### config.mk
export PLATFORM = sky130hd
export DESIGN_NAME = frame_pattern_gen_flat
export DESIGN_NICKNAME = d
export VERILOG_FILES = /design/src/rtl/frame_pattern_gen_if.sv /design/src/rtl/frame_pattern_gen.sv /design/src/flat_wrapper.sv
export SDC_FILE = /design/constraint.sdc
export NUM_CORES = 1
export LEC_CHECK = 0
export CAP_MARGIN = 10
export CORE_ASPECT_RATIO = 1.4
export CORE_UTILIZATION = 39
export CTS_BUF_LIST = sky130_fd_sc_hd__clkbuf_4
export DETAILED_ROUTE_END_ITERATION = 8
export GPL_ROUTABILITY_DRIVEN = 1
export GPL_TIMING_DRIVEN = 1
export HOLD_SLACK_MARGIN = 0.05
export PLACE_DENSITY_LB_ADDON = 0.2
export SYNTH_ARGS = -nofsm -noshare
export SYNTH_HDL_FRONTEND = slang
export SYNTH_SLANG_ARGS = --single-unit
### constraint.sdc
create_clock -name i_clk -period 3.6 [get_ports i_clk]
set_input_delay 0.72 -clock i_clk [delete_from_list [all_inputs] [get_ports i_clk]]
set_output_delay 0.72 -clock i_clk [all_outputs]
set_load 0.1 [all_outputs]
### src/rtl/frame_pattern_gen_if.sv
// frame_pattern_gen_if
// Bundles the pixel request/response signals and the ALU vitals feed of
// frame_pattern_gen.
//   master : the TFT driver / ALU side. It drives the i_* signals and
//            receives the o_* signals.
//   slave  : the pattern generator itself.
// Signals:
//   i_hr, i_spo2   vitals values from the ALU, valid when i_alu_dv is high
//   i_alu_dv       one-cycle strobe that qualifies i_hr/i_spo2
//   i_mode         requested display mode, used at the next frame start
//   i_frame_start  pulse sent before pixel (0,0) of each frame
//   i_pix_req      pixel request strobe, with i_row_pixel/i_col_pixel
//   o_red/green/blue  registered RGB, returned one cycle after a request
//   o_pix_valid    high one cycle after i_pix_req
//   o_color_idx    current solid-colour index (0 R, 1 G, 2 B)
interface frame_pattern_gen_if #(
  parameter int COORD_W = 16,
  parameter int COLOR_W = 8,
  parameter int DATA_W  = 8
);
  logic [DATA_W-1:0]  i_hr;
  logic [DATA_W-1:0]  i_spo2;
  logic               i_alu_dv;
  logic [1:0]         i_mode;
  logic               i_frame_start;
  logic               i_pix_req;
  logic [COORD_W-1:0] i_row_pixel;
  logic [COORD_W-1:0] i_col_pixel;
  logic [COLOR_W-1:0] o_red;
  logic [COLOR_W-1:0] o_green;
  logic [COLOR_W-1:0] o_blue;
  logic               o_pix_valid;
  logic [1:0]         o_color_idx;

  modport master (
    output i_hr, i_spo2, i_alu_dv, i_mode, i_frame_start,
           i_pix_req, i_row_pixel, i_col_pixel,
    input  o_red, o_green, o_blue, o_pix_valid, o_color_idx
  );

  modport slave (
    input  i_hr, i_spo2, i_alu_dv, i_mode, i_frame_start,
           i_pix_req, i_row_pixel, i_col_pixel,
    output o_red, o_green, o_blue, o_pix_valid, o_color_idx
  );
endinterface

### src/rtl/frame_pattern_gen.sv
// frame_pattern_gen
// Generates pixel colours on demand for the TFT driver. No frame store is
// needed because every pixel is computed from its row and column. There
// are four modes: solid colour cycling, colour bars, a checkerboard, and a
// vitals display with HR and SpO2 drawn as bars. The mode and the vitals
// change only at frame boundaries.
// Ports:
//   i_clk  system clock
//   i_rst  asynchronous active-high reset
//   bus    frame_pattern_gen_if.slave. Carries the pixel request and
//          response and the ALU vitals feed.
// Build option:
//   FRAME_BORDER_EN  when defined, the outermost in-range pixels are
//                    forced to white in every mode.
module frame_pattern_gen #(
  parameter int H_ACTIVE    = 800,
  parameter int V_ACTIVE    = 480,
  parameter int COORD_W     = 16,
  parameter int COLOR_W     = 8,
  parameter int HOLD_FRAMES = 102,
  parameter int DATA_W      = 8
) (
  input  logic               i_clk,
  input  logic               i_rst,
  frame_pattern_gen_if.slave bus
);
  localparam int CNT_W  = (HOLD_FRAMES > 1) ? $clog2(HOLD_FRAMES) : 1;
  localparam int PROD_W = DATA_W + 3;
  localparam logic [CNT_W-1:0]   CNT_LAST = CNT_W'(HOLD_FRAMES - 1);
  localparam logic [COORD_W-1:0] H_MAX    = COORD_W'(H_ACTIVE);
  localparam logic [COORD_W-1:0] V_MAX    = COORD_W'(V_ACTIVE);
  localparam logic [COORD_W-1:0] HR_TOP   = COORD_W'(V_ACTIVE / 4);
  localparam logic [COORD_W-1:0] HR_BOT   = COORD_W'(V_ACTIVE / 4 + 40);
  localparam logic [COORD_W-1:0] SP_TOP   = COORD_W'(V_ACTIVE / 2);
  localparam logic [COORD_W-1:0] SP_BOT   = COORD_W'(V_ACTIVE / 2 + 40);

  logic [CNT_W-1:0]   frame_cnt_q, frame_cnt_d;
  logic [1:0]         color_idx_q, color_idx_d;
  logic [1:0]         mode_q, mode_d;
  logic [DATA_W-1:0]  hr_sh_q, hr_sh_d, spo2_sh_q, spo2_sh_d;
  logic [DATA_W-1:0]  hr_q, hr_d, spo2_q, spo2_d;
  logic [COLOR_W-1:0] red_q, red_d, green_q, green_d, blue_q, blue_d;
  logic               pix_valid_q;

  logic [COORD_W-1:0] row, col;
  // Every mode produces only FULL/ZERO per channel, so a pixel is carried
  // as one bit per channel {r,g,b} and widened at the output register.
  logic [2:0]         idx_rgb, bar_rgb, pix_rgb;
  logic [2:0]         bar_k;
  logic [PROD_W-1:0]  hr_prod, spo2_prod;
  logic [COORD_W-1:0] hr_len, spo2_len;
  logic               in_range, hr_hit, spo2_hit;

  assign row = bus.i_row_pixel;
  assign col = bus.i_col_pixel;

  // Frame-boundary state: the counter, the colour index, the mode and the
  // vitals. The shadow registers follow the ALU strobe. The active copy
  // changes only at frame start, so a frame is never drawn with a mix of
  // old and new values.
  always_comb begin
    frame_cnt_d = frame_cnt_q;
    color_idx_d = color_idx_q;
    mode_d      = mode_q;
    hr_sh_d     = hr_sh_q;
    spo2_sh_d   = spo2_sh_q;
    hr_d        = hr_q;
    spo2_d      = spo2_q;
    if (bus.i_alu_dv) begin
      hr_sh_d   = bus.i_hr;
      spo2_sh_d = bus.i_spo2;
    end
    if (bus.i_frame_start) begin
      mode_d = bus.i_mode;
      hr_d   = bus.i_alu_dv ? bus.i_hr   : hr_sh_q;
      spo2_d = bus.i_alu_dv ? bus.i_spo2 : spo2_sh_q;
      if (frame_cnt_q == CNT_LAST) begin
        frame_cnt_d = '0;
        color_idx_d = (color_idx_q == 2'd2) ? 2'd0 : color_idx_q + 2'd1;
      end else begin
        frame_cnt_d = frame_cnt_q + CNT_W'(1);
      end
    end
  end

  always_comb begin
    unique case (color_idx_q)
      2'd0:    idx_rgb = 3'b100;
      2'd1:    idx_rgb = 3'b010;
      2'd2:    idx_rgb = 3'b001;
      default: idx_rgb = 3'b000;
    endcase

    // The bar index is the count of bar edges at or left of this column.
    // The edge positions are constants, so no divider is built.
    bar_k = 3'd0;
    for (int b = 1; b < 8; b++) begin
      if (col >= COORD_W'((b * H_ACTIVE) / 8)) bar_k = bar_k + 3'd1;
    end
    bar_rgb = 3'd7 - bar_k;

    hr_prod   = PROD_W'({hr_q, 2'b00});
    spo2_prod = {spo2_q, 3'b000};
    hr_len    = (COORD_W'(hr_prod) > H_MAX) ? H_MAX : COORD_W'(hr_prod);
    spo2_len  = (COORD_W'(spo2_prod) > H_MAX) ? H_MAX : COORD_W'(spo2_prod);
    hr_hit    = (row >= HR_TOP) && (row < HR_BOT) && (col < hr_len);
    spo2_hit  = (row >= SP_TOP) && (row < SP_BOT) && (col < spo2_len);

    in_range = (row < V_MAX) && (col < H_MAX);

    pix_rgb = 3'b000;
    if (in_range) begin
      unique case (mode_q)
        2'd0:    pix_rgb = idx_rgb;
        2'd1:    pix_rgb = bar_rgb;
        2'd2:    pix_rgb = (row[5] ^ col[5]) ? idx_rgb : 3'b000;
        default: pix_rgb = {hr_hit, 1'b0, spo2_hit};
      endcase
`ifdef FRAME_BORDER_EN
      if ((row == '0) || (row == V_MAX - COORD_W'(1)) ||
          (col == '0) || (col == H_MAX - COORD_W'(1)))
        pix_rgb = 3'b111;
`endif
    end

    red_d   = red_q;
    green_d = green_q;
    blue_d  = blue_q;
    if (bus.i_pix_req) begin
      red_d   = {COLOR_W{pix_rgb[2]}};
      green_d = {COLOR_W{pix_rgb[1]}};
      blue_d  = {COLOR_W{pix_rgb[0]}};
    end
  end

  always_ff @(posedge i_clk or posedge i_rst) begin
    if (i_rst) begin
      frame_cnt_q <= '0;
      color_idx_q <= 2'd0;
      mode_q      <= 2'd0;
      hr_sh_q     <= '0;
      spo2_sh_q   <= '0;
      hr_q        <= '0;
      spo2_q      <= '0;
      red_q       <= '0;
      green_q     <= '0;
      blue_q      <= '0;
      pix_valid_q <= 1'b0;
    end else begin
      frame_cnt_q <= frame_cnt_d;
      color_idx_q <= color_idx_d;
      mode_q      <= mode_d;
      hr_sh_q     <= hr_sh_d;
      spo2_sh_q   <= spo2_sh_d;
      hr_q        <= hr_d;
      spo2_q      <= spo2_d;
      red_q       <= red_d;
      green_q     <= green_d;
      blue_q      <= blue_d;
      pix_valid_q <= bus.i_pix_req;
    end
  end

  assign bus.o_red       = red_q;
  assign bus.o_green     = green_q;
  assign bus.o_blue      = blue_q;
  assign bus.o_pix_valid = pix_valid_q;
  assign bus.o_color_idx = color_idx_q;
endmodule

### src/flat_wrapper.sv
// flat-port wrapper written by rule: the top's interface ports become plain ports
module frame_pattern_gen_flat 
#(
  parameter int H_ACTIVE    = 800,
  parameter int V_ACTIVE    = 480,
  parameter int COORD_W     = 16,
  parameter int COLOR_W     = 8,
  parameter int HOLD_FRAMES = 102,
  parameter int DATA_W      = 8
)
  (i_clk, i_rst, bus_i_hr, bus_i_spo2, bus_i_alu_dv, bus_i_mode, bus_i_frame_start, bus_i_pix_req, bus_i_row_pixel, bus_i_col_pixel, bus_o_red, bus_o_green, bus_o_blue, bus_o_pix_valid, bus_o_color_idx);
  frame_pattern_gen_if #(.COORD_W(COORD_W), .COLOR_W(COLOR_W), .DATA_W(DATA_W)) bus_i ();
  input  logic i_clk;
  input  logic i_rst;
  input wire logic [$bits(bus_i.i_hr)-1:0] bus_i_hr;
  input wire logic [$bits(bus_i.i_spo2)-1:0] bus_i_spo2;
  input wire logic [$bits(bus_i.i_alu_dv)-1:0] bus_i_alu_dv;
  input wire logic [$bits(bus_i.i_mode)-1:0] bus_i_mode;
  input wire logic [$bits(bus_i.i_frame_start)-1:0] bus_i_frame_start;
  input wire logic [$bits(bus_i.i_pix_req)-1:0] bus_i_pix_req;
  input wire logic [$bits(bus_i.i_row_pixel)-1:0] bus_i_row_pixel;
  input wire logic [$bits(bus_i.i_col_pixel)-1:0] bus_i_col_pixel;
  output wire logic [$bits(bus_i.o_red)-1:0] bus_o_red;
  output wire logic [$bits(bus_i.o_green)-1:0] bus_o_green;
  output wire logic [$bits(bus_i.o_blue)-1:0] bus_o_blue;
  output wire logic [$bits(bus_i.o_pix_valid)-1:0] bus_o_pix_valid;
  output wire logic [$bits(bus_i.o_color_idx)-1:0] bus_o_color_idx;
  assign bus_i.i_hr = bus_i_hr;
  assign bus_i.i_spo2 = bus_i_spo2;
  assign bus_i.i_alu_dv = bus_i_alu_dv;
  assign bus_i.i_mode = bus_i_mode;
  assign bus_i.i_frame_start = bus_i_frame_start;
  assign bus_i.i_pix_req = bus_i_pix_req;
  assign bus_i.i_row_pixel = bus_i_row_pixel;
  assign bus_i.i_col_pixel = bus_i_col_pixel;
  assign bus_o_red = bus_i.o_red;
  assign bus_o_green = bus_i.o_green;
  assign bus_o_blue = bus_i.o_blue;
  assign bus_o_pix_valid = bus_i.o_pix_valid;
  assign bus_o_color_idx = bus_i.o_color_idx;
  frame_pattern_gen #(.H_ACTIVE(H_ACTIVE), .V_ACTIVE(V_ACTIVE), .COORD_W(COORD_W), .COLOR_W(COLOR_W), .HOLD_FRAMES(HOLD_FRAMES), .DATA_W(DATA_W)) u_core (.i_clk(i_clk), .i_rst(i_rst), .bus(bus_i));
endmodule
==> flow_summary.ini, run 1 <==
[sta]
fin_ws_ns = -0.997
skew_ns = 0.00849
rsz0062_at_grt = yes
slew_headroom_pct = 34.3
timing.final.crit_share_pct = 128
fmax_mhz = 218
worst_pin_slew_ns = 0.982
fin_crit_ns = 4.60
finalHoldViolCount = 0
whs_ns = 0.510
final-setup-viol-count = 2
drv_slew = 0

[placement]
io_buffers = 76
place_ws_ns = -1.81
gp_congestion = 0.912
dp_hpwl_um = 5920
placedCellCount = 498

[clocking]
tritoncts = done
hold_buffers = 0
clk_pin_slew_worst_paths_ns = 0.13
clkSinkCount = 47
numCtsBuffers = 5
root_buffer = clkbuf_4
cts-htree-levels = 2
clkLatencyLatePin_ns = 0.37
cts.path.max_buffers = 2

[route]
first_pass_iters = 4
drt_iter0_markers = 107
via_per_inst = 5.23
drcViolationCount = 0
detail-route-antenna-nets = 0
vias = 2665
wl_per_cell_um = 14.4
drt-total-wl_um = 7340

[logic_synthesis]
yosys.area.top_type = dfrtp_1
synthFlopType = dfrtp_1
synth_area_mm2 = 0.00315
synth_seq_cells = 47
yosysSeqAreaShare_pct = 37.3
synth_fp_nets = 395
synth_top_area_share_pct = 37.3
synth_area_leaders = dfrtp_1 (37%), mux2_2 (12%), ha_1 (8.7%), buf_4 (5.0%), nand2_1 (3.6%)
async_flop_share_pct = 100
synth.avg_cell_area_um2 = 9.91
synth_edf_count = 0
yosysWarnings = 0
syn_inst = 318
synth.distinct_cells = 58

[run]
drv_cap = 0

[finish]
fin_nets = 486
final_util_pct = 54.8
final_common_cell = clkdlybuf4s50_1
fillers = 737
insertedDiodeCount = 0
final_cells = 510
layout-drive-gt1-share_pct = 27.6
final_cell_mix = clkdlybuf4s50_1 (64), dfrtp_1 (47), buf_4 (45), mux2_2 (33), nand2_1 (30)
area_delta_synth_final_pct = 35.5

[worst_setup_path]
critPathKind = in -> reg
cp_data_arrival_time_ns = 4.92
r2r_cells = 9
timing.rr.end = u_core.bus.o_red[0]
crit_end = u_core.bus.o_red[0]
start_kind = input pin
end_kind = flop
crit-reg2reg-launch = u_core.hr_q[4]
r2r_setup_slack_ns = 0.55
cp_max_fo = 3
critPathLaunch = bus_i_col_pixel[13]
cp.required_ns = 3.92

[power]
powerDensity_mw_per_mm2 = 310
power_mw = 1.32
leakage_nw = 1.81
peakVddDrop_mv = 0.312

[floorplanning]
num_rows = 38
fp.dieH_um = 108
coreArea_mm2 = 0.00780
ios = 82
start_util_pct = 40.4
die_width_um = 78.0
die_area_mm2 = 0.00845

[status]
violations = negative setup slack
outcome = complete, but fails checks

[global_route]
grt_pass1_vias = 2575
grt_max_degree = 48
grt_overflow_total = 0
grt_pass1_wl_um = 12200
grt_usage_pct = 18.7
antenna_found_initial = 0

[hold_path]
min_path_type = reg -> reg
[cells by family after synthesis]
logic type | share of synthesized area (%)
AND/OR/NAND/NOR | 17.6
AO/OA/AOI/OAI | 13.4
flip-flops | 37.3
buffers and inverters | 7.86
multiplexers | 12.8
adder cells (fa/ha/maj) | 8.74
XOR/XNOR | 2.22
other | 0.119
[state kept, by name, summed over array words and instances, names as in the netlist]
name                    cells
u_core.bus.o_color_idx      2
u_core.bus.o_pix_valid      1
u_core.frame_cnt_q          7
u_core.bus.o_blue           1
u_core.bus.o_green          1
u_core.bus.o_red            1
u_core.mode_q               2
u_core.spo2_q               8
u_core.spo2_sh_q            8
u_core.hr_sh_q              8
u_core.hr_q                 8
[report_power, final]
group	switching, mW	internal [mW]
clock network	0.163	0.143
logic	0.157	0.189
registers	0.0654	0.607
total	0.386	0.939
[per-layer routing]
metal	routed length [um]	vias up	global-route usage, %
met2	3790	74	34.0
met3	322	14	2.78
met4	193	0	8.86
li1	-	1320	-
met1	3040	1257	21.4
met5	0	-	0
[per-stage QoR]
stage / TNS [ns] / cell area (um2)
final: -1.71 / 4270
after global routing: -1.99 / 4270
after CTS: -2.03 / 4220
after detailed placement: -4.02 / 4110
after global placement: -3.87 / 4110
after floorplan: -2.22 / 3180
[cells in the mapped netlist (all sizes together) (4+ instances only)]
| master | number |
|---|---|
| a21oi | 9 |
| nand3 | 4 |
| nand2b | 8 |
| nand4 | 5 |
| nor4 | 6 |
| nand2 | 30 |
| clkbuf | 7 |
| nor2 | 20 |
| buf | 24 |
| inv | 12 |
| a31oi | 4 |
| nor3 | 4 |
| dfrtp | 47 |
| mux2 | 34 |
| xnor2 | 5 |
| and2 | 5 |
| o21ai | 12 |
| ha | 22 |
| or4 | 5 |
[worst max-delay path, stage by stage]
cell and delay, ns:
buf_6 0.09, or4_4 0.53, or4_4 0.47, or3_4 0.41, inv_2 0.07, ha_4 0.20
xor2_1 0.16, ha_1 0.33, xor2_2 0.16, mux2i_1 0.09, ha_1 0.29, a221o_1 0.36
ha_4 0.18, nand2b_4 0.12, o31a_1 0.10, o211ai_1 0.10, xnor2_1 0.16, mux2_4 0.33
nand3_2 0.05
[cell type report]
type                       count  area [um2]  share of cell area [%]
inverter                      12        45.0                    1.05
clock inverter                 3        38.8                   0.908
tap                          100         125                    2.93
multi-input combinational    228        1810                    42.4
sequential                    47        1180                    27.5
clock buffer                   5        37.5                   0.879
timing repair buffer         115        1040                    24.3
[how the worst min path moves through the flow]
stage	end	cells after the start	slack (ns)	from
5_1_grt	u_core.spo2_sh_q[3]	1	0.52	u_core.spo2_sh_q[3]
3_5_place_dp	u_core.hr_sh_q[1]	1	0.48	u_core.hr_sh_q[1]
2_1_floorplan	u_core.hr_sh_q[0]	1	0.47	u_core.hr_sh_q[0]
3_3_place_gp	u_core.hr_sh_q[1]	1	0.48	u_core.hr_sh_q[1]
6_report	u_core.hr_sh_q[1]	1	0.51	u_core.hr_sh_q[1]
4_1_cts	u_core.hr_sh_q[1]	1	0.51	u_core.hr_sh_q[1]
[timing repair]
action | in CTS | in global routing
cloned | 0 | 0
setup buffers | 3 | 1
setup endpoints to repair | 3 | 3
resized for setup | 17 | 7
pin swaps | 13 | 11
Power figures use the tool's default switching activity.
==> inputs of run 2 (changes only) <==
--- a/config.mk
+++ b/config.mk
@@ -11,7 +11,7 @@
 export CTS_BUF_LIST = sky130_fd_sc_hd__clkbuf_4
 export DETAILED_ROUTE_END_ITERATION = 8
 export GPL_ROUTABILITY_DRIVEN = 1
-export GPL_TIMING_DRIVEN = 1
+export GPL_TIMING_DRIVEN = 0
 export HOLD_SLACK_MARGIN = 0.05
 export PLACE_DENSITY_LB_ADDON = 0.2
 export SYNTH_ARGS = -nofsm -noshare
==> constraint.sdc (replaced) <==
create_clock -name i_clk -period 3.6 [get_ports i_clk]
set_input_delay 0.9 -clock i_clk [delete_from_list [all_inputs] [get_ports i_clk]]
set_output_delay 0.9 -clock i_clk [all_outputs]
set_load 0.1 [all_outputs]
==> run 2 against run 1 <==
- the run still ends with negative setup slack left
- via count down 1.1%
- worst setup slack worse by 0.32 ns
- sequential power about the same
- register-to-register slack better by 0.07 ns
- die area unchanged
- sequential share of layout area up 0.27 points
- maximum frequency down 6.6%
- flip-flop and latch count unchanged
- first-iteration DRC count down 13%
- cell area down 0.97%
- non-clock buffer count down 2
- final cell count down 0.39%
- highest routed layer unchanged
==> flow_summary.ini, run 2 (synthesis gave the netlist of run 1 again) <==
[sta]
fin_ws_ns = -1.32
final-setup-viol-count = 3
skew_ns = 0.0121
finalHoldViolCount = 0
worst_pin_slew_ns = 0.974
drv_slew = 0
fmax_mhz = 203
whs_ns = 0.514
slew_headroom_pct = 34.9
timing.final.crit_share_pct = 137
rsz0062_at_grt = yes
fin_crit_ns = 4.92

[floorplanning]
start_util_pct = 40.4
coreArea_mm2 = 0.00780
die_area_mm2 = 0.00845
fp.dieH_um = 108
die_width_um = 78.0
ios = 82
num_rows = 38

[placement]
place_area_mm2 = 0.00408
gp_congestion = 0.853
place_ws_ns = -2.22
io_buffers = 75
dp_hpwl_um = 5730

[route]
first_pass_iters = 6
drcViolationCount = 0
via_per_inst = 5.19
drt-total-wl_um = 7200
wl_per_cell_um = 14.2
vias = 2636
drt_iter0_markers = 93
detail-route-antenna-nets = 0

[worst_setup_path]
r2r_setup_slack_ns = 0.62
start_kind = input pin
cpMaxStageDelayCell = or4_4
crit_end = u_core.bus.o_red[0]
crit-reg2reg-launch = u_core.hr_q[4]
end_kind = flop
r2r_cells = 9
critPathKind = in -> reg
slowest_delay_ns = 0.53
cp_max_fo = 4
timing.rr.end = u_core.bus.o_red[0]
cp.required_ns = 3.91
cp_data_arrival_time_ns = 5.23
cpLargestDelayFamily = simple AND/OR/NAND/NOR gates
path_buf_inv = 2
worstSetupPathDepth = 19
critPathLaunch = bus_i_col_pixel[12]
cp_cell_sequence = buf_6, or4_4, or4_4, or3_4, inv_4, ha_4, xor2_1, ha_1, xor2_2, mux2i_1, ha_1, a221o_1, ha_4, nand2b_4, o31a_1, o211ai_1, xnor2_1, mux2_2, nand3_2

[power]
switching_share_pct = 31.2
powerDensity_mw_per_mm2 = 296
p_comb_share_pct = 26.6
power_mw = 1.25
switchingPower_mw = 0.390
peakVddDrop_mv = 0.193
intPower_mw = 0.862
clock_power_share_pct = 19.5
leakage_nw = 1.80
pwr-share-seq_pct = 53.8

[global_route]
grt_usage_pct = 17.7
met2_usage_pct = 32.2
grtUsageMet1_pct = 20.3
grt_max_degree = 44
antenna_found_initial = 0
grt_use_met3_pct = 2.78
grt_pass1_vias = 2560
grt_busiest_layer = met2
grt_pass1_wl_um = 11700
grt_overflow_total = 0

[finish]
design_area_mm2 = 0.00423
final_common_cell = clkdlybuf4s50_1
area_delta_synth_final_pct = 34.2
layout-drive-gt1-share_pct = 23.5
insertedDiodeCount = 0
final_cell_mix = clkdlybuf4s50_1 (67), dfrtp_1 (47), mux2_2 (34), nand2_1 (30), buf_4 (26)
fin_nets = 484

[clocking]
tritoncts = done
cts.path.max_buffers = 2
cts-htree-levels = 2
clk_pin_slew_worst_paths_ns = 0.14
numCtsBuffers = 5
clkLatencyLatePin_ns = 0.36
clkSinkCount = 47
root_buffer = clkbuf_4
hold_buffers = 0

[status]
outcome = complete, but fails checks
violations = negative setup slack

[run]
drv_cap = 0

[hold_path]
min_path_type = reg -> reg
[run 2: changes by cell type in the layout (fill, tap and decap cells not counted), sizes merged]
cell / before / now
dlymetal6s2s: 0 / 4
buf: 50 / 34
clkdlybuf4s50: 64 / 67
clkbuf: 5 / 12
bufinv: 1 / 0
inv: 12 / 13
[run 2: worst min-delay path by stage]
stage | slack, ns | end | startpoint | cells past startpoint
after floorplan | 0.47 | u_core.hr_sh_q[0] | u_core.hr_sh_q[0] | 1
after global placement | 0.48 | u_core.spo2_sh_q[6] | u_core.spo2_sh_q[6] | 1
after detailed placement | 0.49 | u_core.spo2_sh_q[6] | u_core.spo2_sh_q[6] | 1
after CTS | 0.52 | u_core.spo2_sh_q[6] | u_core.spo2_sh_q[6] | 1
after global routing | 0.53 | u_core.hr_sh_q[5] | u_core.hr_sh_q[5] | 1
final | 0.51 | u_core.hr_sh_q[1] | u_core.hr_sh_q[1] | 1
[run 2: metal layers]
layer / vias up / wire, um
met1: 1233 / 3060
li1: 1308 / -
met3: 19 / 298
met5: - / 0
met4: 0 / 210
met2: 76 / 3630
[run 2: layout make-up]
| type | count | area, um2 |
|---|---|---|
| clock inverter | 3 | 18.8 |
| tap | 100 | 125 |
| clock buffer | 5 | 37.5 |
| inverter | 12 | 47.5 |
| buffer | 31 | 205 |
| multi-input combinational | 228 | 1800 |
| sequential | 47 | 1180 |
| timing repair buffer | 82 | 821 |
| fill | 715 | 3570 |
[run 2: through the flow]
step                TNS (ns)  util [%]  instances
finish                 -2.34      54.2        508
global placement       -4.72      52.0        493
CTS                    -2.78      53.8        507
detailed placement     -4.88      52.3        494
floorplan              -2.68         -        318
global route           -2.54      54.2        508
[run 2: repair_timing]
item                                    in CTS  in global routing
setup buffers                                5                  2
pin swaps                                   13                  9
gates cloned                                 0                  0
resized for setup                           18                 11
endpoints found under the setup margin       3                  3
[run 2: power by group through the flow]
| stage | combinational (mW) | sequential, mW | clock, mW |
|---|---|---|---|
| floorplan | 0.215 | 0.670 | 0 |
| global placement | 0.318 | 0.681 | 0 |
| detailed placement | 0.334 | 0.684 | 0 |
| CTS | 0.337 | 0.674 | 0.257 |
| global route | 0.379 | 0.687 | 0.277 |
| finish | 0.334 | 0.674 | 0.244 |
==> inputs of run 3 (changes only) <==
--- a/config.mk
+++ b/config.mk
@@ -10,6 +10,7 @@
 export CORE_UTILIZATION = 39
 export CTS_BUF_LIST = sky130_fd_sc_hd__clkbuf_4
 export DETAILED_ROUTE_END_ITERATION = 8
+export DONT_BUFFER_PORTS = 1
 export GPL_ROUTABILITY_DRIVEN = 1
 export GPL_TIMING_DRIVEN = 0
 export HOLD_SLACK_MARGIN = 0.05
==> run 3 against run 2 <==
- the flow still finishes with violations (negative setup slack)
- first-iteration DRC count is 18% lower
- non-clock buffer count is 75 lower
- worst setup slack better by 0.15 ns
- die area stayed put
- routed wire length is 6.8% lower
- sequential share of layout area is 6.0 points higher
- global-route usage is 0.88 points lower
- utilization is 9.7 points lower
==> flow_summary.ini, run 3 (synthesis gave the netlist of run 1 again) <==
[worst_setup_path]
start_kind = input pin
cpMaxStageDelayCell = or4_4
cp.required_ns = 3.90
path_buf_inv = 1
slowest_delay_ns = 0.53
cp_max_fo = 3
cp_data_arrival_time_ns = 5.08
cpLargestDelayFamily = simple AND/OR/NAND/NOR gates
end_kind = flop
critPathLaunch = bus_i_col_pixel[15]
worstSetupPathDepth = 18
crit-reg2reg-launch = u_core.hr_q[4]
critPathKind = in -> reg
r2r_cells = 9
cp_cell_sequence = or4_4, or4_4, or3_4, inv_2, ha_4, xor2_1, ha_1, xor2_1, mux2i_1, ha_1, a221o_1, ha_2, nand2b_4, o31a_1, o211ai_1, xnor2_1, mux2_2, nand3_2

[finish]
fin_nets = 409
final_cell_mix = dfrtp_1 (47), mux2_2 (34), nand2_1 (30), buf_4 (27)
final_util_pct = 44.6
final_common_cell = dfrtp_1
layout-drive-gt1-share_pct = 27.1
area_delta_synth_final_pct = 10.3
fillers = 799
insertedDiodeCount = 0

[global_route]
grt_usage_pct = 16.8
grt_overflow_total = 0
antenna_found_initial = 0
grt_pass1_wl_um = 11000
grt_max_degree = 37
grt_pass1_vias = 2280

[sta]
rsz0062_at_grt = yes
fin_crit_ns = 4.77
timing.final.crit_share_pct = 133
finalHoldViolCount = 0
drv_slew = 0
slew_headroom_pct = 27.2
final-setup-viol-count = 2
skew_ns = 0.0135
fin_ws_ns = -1.17
fmax_mhz = 209
worst_pin_slew_ns = 1.09

[route]
drcViolationCount = 0
drt_iter0_markers = 76
first_pass_iters = 4
detail-route-antenna-nets = 0
drt-total-wl_um = 6700
vias = 2333
wl_per_cell_um = 15.5
via_per_inst = 5.40

[clocking]
clkLatencyLatePin_ns = 0.35
root_buffer = clkbuf_4
tritoncts = done
numCtsBuffers = 5
clk_pin_slew_worst_paths_ns = 0.13
clkSinkCount = 47
cts-htree-levels = 2
cts.path.max_buffers = 2
hold_buffers = 0

[status]
outcome = complete, but fails checks
violations = negative setup slack

[hold_path]
min_path_type = in -> async

[placement]
place_ws_ns = -1.72
dp_hpwl_um = 5420
io_buffers = 0
gp_congestion = 0.834

[floorplanning]
die_width_um = 78.0
coreArea_mm2 = 0.00780
die_area_mm2 = 0.00845
ios = 82
start_util_pct = 40.4
fp.dieH_um = 108
num_rows = 38

[power]
powerDensity_mw_per_mm2 = 357
leakage_nw = 1.48
peakVddDrop_mv = 0.242

[run]
drv_cap = 0
run 3: per-stage QoR:
step	power (mW)	cell area [um2]	hold WS [ns]	cells	setup TNS, ns
after floorplan	0.884	3180	0.468	318	-2.68
after global placement	0.936	3310	0.482	418	-3.47
after detailed placement	0.946	3330	0.484	419	-3.54
after CTS	1.26	3460	0.329	431	-2.08
after global routing	1.32	3470	0.347	432	-2.48
final	1.24	3470	0.343	432	-2.07
run 3: timing repair:
action | 4_1_cts | 5_1_grt
buffers inserted | 5 | 1
pin swaps | 2 | 2
resized for setup | 4 | 1
setup endpoints to repair | 2 | 3
run 3: worst paths after layout:
kind                                  endpoint  slack, ns
max                        u_core.bus.o_red[0]      -1.17
min                          u_core.hr_sh_q[5]       0.34
max reg2reg                u_core.bus.o_red[0]       0.63
min reg2reg                  u_core.hr_sh_q[1]       0.51
max in group asynchronous  u_core.spo2_sh_q[2]       2.78
min in group i_clk           u_core.hr_sh_q[1]       0.51
run 3: power by group:
| part | internal, mW | switching, mW | total (mW) |
|---|---|---|---|
| logic | 0.133 | 0.124 | 0.257 |
| registers | 0.607 | 0.0701 | 0.677 |
| clock network | 0.151 | 0.156 | 0.307 |
run 3: layer usage:
metal  vias up  track usage, %  routed length (um)
met5         -               0                   0
met4         0            6.88                 171
met3        13            3.71                 430
met2        79            29.8                3350
met1      1085            19.6                2760
li1       1156               -                   -
run 3: layout make-up:
cell class / count / area [um2] / area share [%]
Clock buffer: 6 / 45.0 / 1.30
Buffer: 31 / 203 / 5.83
Multi-Input combinational cell: 228 / 1790 / 51.4
Inverter: 12 / 45.0 / 1.30
Tap cell: 100 / 125 / 3.60
Timing Repair Buffer: 7 / 65.1 / 1.87
Sequential cell: 47 / 1180 / 33.8
Clock inverter: 1 / 30.0 / 0.864
run 3: worst register-to-register path, cell delays in order, from the launching register on:
cell       delay (ns)
dfrtp_1          0.44
o311ai_0         0.66
nand2_1          0.12
ha_1             0.20
or4_1            0.46
o211ai_1         0.25
nand4bb_1        0.17
or2_2            0.29
mux2_2           0.27
nand3_2          0.07
